<file path="src/rtl/score_hit_scheduler.sv">
// Session sequencer and round-robin lane arbiter feeding the score counter.
// Hits queue per lane; one grant per cycle becomes a one-cycle o_Hit.
`timescale 1ns/1ps
module score_hit_scheduler #(
    parameter int          NUM_LANES  = 4,
    parameter logic [15:0] GAME_TICKS = 16'd30000,
    parameter logic [7:0]  DROP_MAX   = 8'd255
) (
    input  logic                 i_Clk,
    input  logic                 i_Rst,
    input  logic                 i_Start,
    input  logic                 i_Tick,
    input  logic [NUM_LANES-1:0] i_LaneHit,
    output logic                 o_ResetScore,
    output logic                 o_Hit,
    output logic [1:0]           o_HitLane,
    output logic [2:0]           o_State,
    output logic                 o_Playing,
    output logic                 o_Done,
    output logic [15:0]          o_TicksLeft,
    output logic [7:0]           o_DropCnt
);

    typedef enum logic [2:0] {
        IDLE  = 3'd0,
        CLEAR = 3'd1,
        PLAY  = 3'd2,
        DRAIN = 3'd3,
        DONE  = 3'd4
    } state_t;

    state_t      state;
    logic [3:0]  pending;
    logic [1:0]  rr;
    logic        hit;
    logic [1:0]  hit_lane;
    logic [15:0] ticks_left;
    logic [7:0]  drop_cnt;

    logic        arb_en;
    logic [3:0]  rot;
    logic [1:0]  off;
    logic        grant_vld;
    logic [1:0]  grant_lane;
    logic [3:0]  grant_mask;
    logic [3:0]  drop_vec;
    logic [2:0]  drop_num;
    logic [8:0]  drop_sum;

    // Rotate so the rr lane sits at bit 0, then pick the lowest set bit.
    always_comb begin
        arb_en     = (state == PLAY) || (state == DRAIN);
        rot        = 4'({pending, pending} >> rr);
        off        = 2'd0;
        for (int k = 3; k >= 0; k--) begin
            if (rot[k]) off = 2'(k);
        end
        grant_vld  = arb_en && (pending != 4'd0);
        grant_lane = rr + off;
        grant_mask = grant_vld ? (4'd1 << grant_lane) : 4'd0;
        drop_vec   = (state == PLAY) ? (i_LaneHit & pending & ~grant_mask)
                                     : 4'd0;
        drop_num   = 3'(drop_vec[0]) + 3'(drop_vec[1])
                   + 3'(drop_vec[2]) + 3'(drop_vec[3]);
        drop_sum   = {1'b0, drop_cnt} + {6'd0, drop_num};
    end

    always_ff @(posedge i_Clk or posedge i_Rst) begin
        if (i_Rst) begin
            state      <= IDLE;
            pending    <= 4'd0;
            rr         <= 2'd0;
            hit        <= 1'b0;
            hit_lane   <= 2'd0;
            ticks_left <= 16'd0;
            drop_cnt   <= 8'd0;
        end else begin
            hit      <= grant_vld;
            hit_lane <= grant_vld ? grant_lane : 2'd0;
            if (grant_vld) rr <= grant_lane + 2'd1;
            unique case (state)
                IDLE: begin
                    if (i_Start) state <= CLEAR;
                end
                CLEAR: begin
                    state      <= PLAY;
                    pending    <= 4'd0;
                    drop_cnt   <= 8'd0;
                    ticks_left <= GAME_TICKS;
                    rr         <= 2'd0;
                end
                PLAY: begin
                    // A hit on a lane being granted this edge re-queues it.
                    pending  <= (pending & ~grant_mask) | i_LaneHit;
                    drop_cnt <= (drop_sum > {1'b0, DROP_MAX}) ? DROP_MAX
                                                              : drop_sum[7:0];
                    if (i_Tick) begin
                        ticks_left <= ticks_left - 16'd1;
                        if (ticks_left == 16'd1) state <= DRAIN;
                    end
                end
                DRAIN: begin
                    pending <= pending & ~grant_mask;
                    if (pending == 4'd0) state <= DONE;
                end
                DONE: begin
                    if (i_Start) state <= CLEAR;
                end
                default: state <= IDLE;
            endcase
        end
    end

    assign o_ResetScore = (state == CLEAR);
    assign o_Hit        = hit;
    assign o_HitLane    = hit_lane;
    assign o_State      = state;
    assign o_Playing    = (state == PLAY);
    assign o_Done       = (state == DONE);
    assign o_TicksLeft  = ticks_left;
    assign o_DropCnt    = drop_cnt;

endmodule

</file>
<file path="config.mk">
export PLATFORM = sky130hd
export DESIGN_NAME = score_hit_scheduler
export DESIGN_NICKNAME = d
export VERILOG_FILES = /design/src/rtl/score_hit_scheduler.sv
export SDC_FILE = /design/constraint.sdc
export NUM_CORES = 1
export LEC_CHECK = 0
export CAP_MARGIN = 5
export CORE_MARGIN = 2
export CORE_UTILIZATION = 50
export CTS_BUF_LIST = sky130_fd_sc_hd__clkbuf_8
export DETAILED_ROUTE_END_ITERATION = 10
export DONT_BUFFER_PORTS = 1
export SLEW_MARGIN = 30
export SYNTH_ARGS = -nofsm -noshare
export SYNTH_HDL_FRONTEND = slang
export SYNTH_SLANG_ARGS = --single-unit
export TNS_END_PERCENT = 30
</file>
<file path="constraint.sdc">
create_clock -name i_Clk -period 5.4 [get_ports i_Clk]
set_input_delay 0.54 -clock i_Clk [delete_from_list [all_inputs] [get_ports i_Clk]]
set_output_delay 0.54 -clock i_Clk [all_outputs]
set_load 0.02 [all_outputs]
</file>
### Word-level counts from Yosys, hierarchy flattened

Index checks and enable logic that the tools add are counted.

* $add $sub $neg: 7
* order comparisons: 1
* equality and inequality tests: 9
* shift operators: 2
* multiplexer cells: 19
* bitwise operators: 5
* reductions and logical operators: 11

Operators by type and width (number)
* $pmux W16 S2: 1
* $eq A16 B1 Y1 const B: 1
* $mux W16: 1
* $pmux W8 S2: 1
* $sub A16 B1 Y16 const B: 1
* $mux W2: 7
* $and A4 B4 Y4: 3
* $mux W3: 4
* $pmux W3 S4: 1
* $pmux W4 S3: 1
* $add A8 B3 Y9: 1
* $gt A9 B8 Y1 const B: 1
* $mux W4: 2
* $mux W8: 1
* $shr A8 B2 Y4: 1
* $eq A3 B2 Y1 const B: 2
* $ne A2 B1 Y1 const B: 3
* $logic_not A4 Y1: 1
* $not A4 Y4: 1
* $or A4 B4 Y4: 1
* $reduce_and A4 Y1: 1
* $reduce_bool A2 Y1: 2
* $reduce_bool A4 Y1: 1
* $shl A1 B2 Y4 const A: 1
* other kinds (14): 14

* register bits after elaboration: 36
* bits of input ports: 8
* output and inout bits: 33
* word-level logic and storage cells: 61

### Depth between registers and ports, before layout

* depth after elaboration: 18
* gate-level depth with buffers: 17
* mapped depth without buffers: 16

### Worst setup path before layout

No wires, ideal clock.

* kind: reg-to-reg
* start: register pending[0]
* end: register drop_cnt[3], in the netlist o_DropCnt[3]
* setup time: 0.094 ns
* data arrival time: 3.709 ns
* required time: 5.306 ns
* setup slack: 1.597 ns
* stages on the path, launching flop included: 16
* buffers on the path: 1
* path through: dfrtp_1 -> buf_6 -> or4_1 -> nand3_1 -> ha_1 -> xnor2_1 -> xor2_1 -> o311ai_2 -> fa_1 -> fa_1 -> inv_1 -> fa_1 -> nand4_1 -> a21oi_1 -> nor2_1 -> a211oi_1

* cells in the longest elaborated chain, start to end: 18
* elaborated cells on any way between the ends: 21
* those cells by class: 5 x add/sub; 1 x order compare; 2 x shift; 8 x mux; 3 x bitwise; 2 x reduce/logical

Ends and longest elaborated chain
* from (decl): RTL line 33 `logic [3:0] pending;`
* from (signal assigned): RTL line 94 `pending <= (pending & ~grant_mask) | i_LaneHit;`
* from (signal assigned): RTL line 103 `pending <= pending & ~grant_mask;`
* $shr A8 B2 Y4: RTL line 53 `rot = 4'({pending, pending} >> rr);`
* $mux W2 (4 in a row): RTL line 56 `if (rot[k]) off = 2'(k);`
* $add A2 B2 Y2: RTL line 59 `grant_lane = rr + off;`
* $shl A1 B2 Y4: RTL line 60 `grant_mask = grant_vld ? (4'd1 << grant_lane) : 4'd0;`
* $mux W4: RTL line 60
* $not A4 Y4: RTL line 61 `drop_vec = (state == PLAY) ? (i_LaneHit & pending & ~grant_mask)`
* $and A4 B4 Y4 (*): RTL line 61
* $mux W4 (*): RTL line 61
* $add A1 B1 Y2: RTL line 63 `drop_num = 3'(drop_vec[0]) + 3'(drop_vec[1])`
* $add A2 B1 Y3: RTL line 64 `+ 3'(drop_vec[2]) + 3'(drop_vec[3]);`
* $add A3 B1 Y3 (*): RTL line 64
* $add A8 B3 Y9 (*): RTL line 65 `drop_sum = {1'b0, drop_cnt} + {6'd0, drop_num};`
* $gt A9 B8 Y1: RTL line 95 `drop_cnt <= (drop_sum > {1'b0, DROP_MAX}) ? DROP_MAX`
* $mux W8 (*): RTL line 95
* $pmux W8 S2 (*): RTL line 81 `unique case (state)`
* to (signal assigned): RTL line 95
* to (decl): RTL line 38 `logic [7:0] drop_cnt;`

Every way passes the cells marked *; elsewhere a longest branch is shown, timed or not.
A chain may end at the register's enable or synchronous reset.

### Final worst setup path

* start: register pending[2]
* end: register drop_cnt[3], in the netlist o_DropCnt[3]

Same word-level chain as after synthesis.

==> summary.md <==
| Metric | Value |
|---|---|
| Max-Slew Margin vs Limit | 51.5% |
| CP Class | flip-flop to flip-flop |
| First-pass GRT wire length | between 8 and 9 mm |
| CTS tree | yes |
| Global router's overall resource usage | 20.8% |
| Pins Over Slew Limit | 0 |
| Design area | between 2000 and 2500 um^2 |
| Worst vdd ir | 0.244 mV |
| Drt drc | 0 |
| Fmax | 230 MHz |
| CTS H-tree depth | 2 |
| Port Buffers | 0 |
| ANT cells | 0 |
| Cell Area, Placed | approximately 2200 um^2 |
| Mapped Nets | ~260 |
| Sequential fraction of the synthesis area | about two fifths |
| Clock Sinks | 36 |
| Final hold slack | about 0.23 ns |
| Syn. warnings | 0 |
| Detail Route Antenna Nets | 0 |
| Dpl hpwl | approximately 3.3 mm |
| Final setup TNS | 0 ns |
| RSZ-0062 raised after global routing | false |
| Worst-Margin Slew | 0.726 ns |
| Util after Layout | 54.1% |
| Critical Path RT | between 5 and 6 ns |
| Die ar. | around 5000 um^2 |
| Crit. End Element | flip-flop |
| Cells after Synth | 240 |
| Multi-input gate area | around 1200 um^2 |
| CP startpoint kind | flip-flop |
| Boundary pin count | 41 |
| Layout cells sized above 1 | about an eighth |
| Setup Fix Bufs, Post-CTS | 0 |
| Final net count | 250 |
| Hold-fix buffers, CTS | 0 |
| FFs w/ async S/R, synth | between 90% and 100% |
| Post_cts resized | 0 |
| Vias in the first global route | 1755 |
| Post-synth top area share | around two fifths |
| Ys flop type | dfrtp_1 |
| FILL cells | 395 |
| DR iter-0 viols | roughly 150 |
| Wire per inst | 16.7 um |
| Crit share post-route | approximately four fifths |
| Clk_lat worst skew | around 0.3 ns |
| Global route total overflow | 0 |
| Synthesized cell area | roughly 2300 um^2 |
| Vert. Die Dim | around 70 um |
| Outcome | finished, final reports clean |
| Initial Util | 51.8% |
| CP arrival | around 4.5 ns |
| Clock Pin Slew Worst Setup and Hold Paths | ~0.08 ns |
| CP Max Fanout | 10 |
| Min cycle time layout | between 4 and 5 ns |
| Max-Cap Viols | 0 |
| CTS Buf Count | 5 |
| Avg Cell Area, Syn | around 9.4 um^2 |
| Static leakage | about 0.95 nW |
| Largest net degree at the start of global routing | 37 |
| Placed Instances | 280 |
| Vias per cell | just over 6 |
| PD cells | 661 nW/um^2 |
| Final hold viol count | 0 |
| Core Area | approximately 4400 um^2 |
| Chip width | between 70 and 80 um |
| Worst-case clock buffer depth | 2 |
| Final cell count without fillers | 288 |
| Post-synth EDFFs | 0 |
| Syn-to-layout area delta | 4.33% |
| Root Driver | clkbuf_8 |
| Routed WL | a little under 5 mm |
| Yosys top cell by area | dfrtp_1 |
| Synthesis-stage register bit count | 36 |
| Ranking of synthesized cells by area | dfrtp_1 (40%), xnor2_1 (4.3%), nand2_1 (3.3%), nor2_1 (3.3%), o21ai_0 (3.3%) |
| GP Congestion | between 0.8 and 0.9 |
| Synth unique cells | roughly 60 |
| Row cnt | 24 |
| Antenna violations before repair | 0 |
| Routed vias | roughly 1700 |
| Sequential cell area | 901 um^2 |
| Setup violations, final | 0 |
| Hold/Removal Path Class | input port to async pin |
| DR pass1 iterations | 4 |
| Clock Skew | a little over 0.007 ns |
==> worst max-delay path: stages, from the launching register on <==
cell	delay [ns]
dfrtp_1	0.58
nand2b_1	0.18
o221ai_1	0.12
o21ai_0	0.11
nand3_1	0.10
ha_1	0.24
xnor2_1	0.35
xor2_1	0.42
o311ai_2	0.14
fa_1	0.49
fa_1	0.45
inv_1	0.08
fa_1	0.21
nand4_1	0.26
a21oi_1	0.22
nor2_1	0.05
a211oi_1	0.23
==> synthesized netlist by cell type (2+ instances only) <==
library cell and number:
a31oi_1 5, buf_2 3, nor2b_1 5, and3b_1 2, or3_1 3, nor4_2 3, fa_1 3, inv_2 2
xor2_1 3, clkbuf_1 4, and3_1 2, nand4_1 3, buf_6 4, ha_1 4, a32oi_1 2, nand2_1 20
o21ai_0 15, nor2_1 20, nor3_1 12, o21ai_1 4, a21oi_1 11, nor4_1 2, or4_1 2, a21o_1 2
o2111ai_1 3, or2_1 2, and2_1 4, xnor2_1 11, dfrtp_1 36, inv_1 10, a211oi_1 2, nand3_1 7
nand2b_1 3
==> state kept, by name, indices dropped and copies added (netlist names) <==
signal       flops
rr               2
pending          4
o_Hit            1
o_State          3
o_DropCnt        8
o_TicksLeft     16
o_HitLane        2
==> path summary, 6_finish.rpt <==
kind	to	slack, ns	depth (start not counted)	from
worst max-delay path	o_DropCnt[3]	1.06	16	pending[2]
worst min-delay path	o_TicksLeft[6]	0.23	2	i_Rst
worst max register to register	o_DropCnt[3]	1.06	16	pending[2]
worst min register to register	o_DropCnt[4]	0.65	1	o_DropCnt[4]
max in group asynchronous	o_DropCnt[1]	4.85	2	i_Rst
min in group i_Clk	o_State[2]	0.31	1	i_Start
==> stage by stage <==
step | worst slack [ns] | total power (W)
floorplan | 1.60 | 0.00120
global placement | 1.36 | 0.00128
detailed placement | 1.17 | 0.00131
CTS | 1.09 | 0.00156
global route | 0.674 | 0.00169
finish | 1.06 | 0.00156
==> layout make-up <==
| type | count | area share, % |
|---|---|---|
| Tap cell | 52 | 2.76 |
| Clock buffer | 5 | 2.92 |
| Clock inverter | 3 | 1.81 |
| Timing Repair Buffer | 1 | 0.319 |
| Sequential cell | 36 | 38.3 |
| Inverter | 12 | 1.91 |
| Multi-Input combinational cell | 179 | 52.0 |
==> cell usage in the layout, fill, tap and decap left out, types with 3 or more instances in the layout <==
| master | count |
|---|---|
| fa_1 | 3 |
| xnor2_1 | 11 |
| nand2_1 | 20 |
| o2111ai_1 | 3 |
| nand3_1 | 7 |
| ha_1 | 4 |
| xor2_1 | 3 |
| dfrtp_1 | 36 |
| o21ai_0 | 15 |
| or3_1 | 3 |
| nor2b_1 | 5 |
| a21oi_1 | 11 |
| o21ai_1 | 4 |
| a31oi_1 | 5 |
| nand4_1 | 3 |
| and2_1 | 4 |
| inv_1 | 10 |
| nor4_2 | 3 |
| clkbuf_8 | 5 |
| nand2b_1 | 3 |
| nor3_1 | 12 |
| nor2_1 | 20 |
==> cell families (layout without fill, tap and decap cells) <==
group / count (synthesis) / after routing / share of synthesized area [%]
compound gates: 56 / 56 / 17.9
xor+xnor: 15 / 15 / 6.16
fa+ha+maj: 7 / 7 / 4.88
buf+inv: 25 / 21 / 5.82
flops: 36 / 36 / 39.9
mux: 1 / 1 / 0.665
simple gates: 100 / 100 / 24.6
==> layer usage <==
metal / part of all wire [%] / GRT usage [%]
met1: 46 / 26.6
met2: 47 / 32.6
met3: 5.8 / 5.98
met4: 1.6 / 9.43
met5: 0 / 0
==> power breakdown <==
group	total (W)	leakage, nW	switching, W	internal (W)
clock	0.000242	0.0541	0.000105	0.000137
sequential	0.000587	0.433	0.000231	0.000356
combinational	0.000728	0.467	0.000434	0.000294
Power figures use the tool's default switching activity.
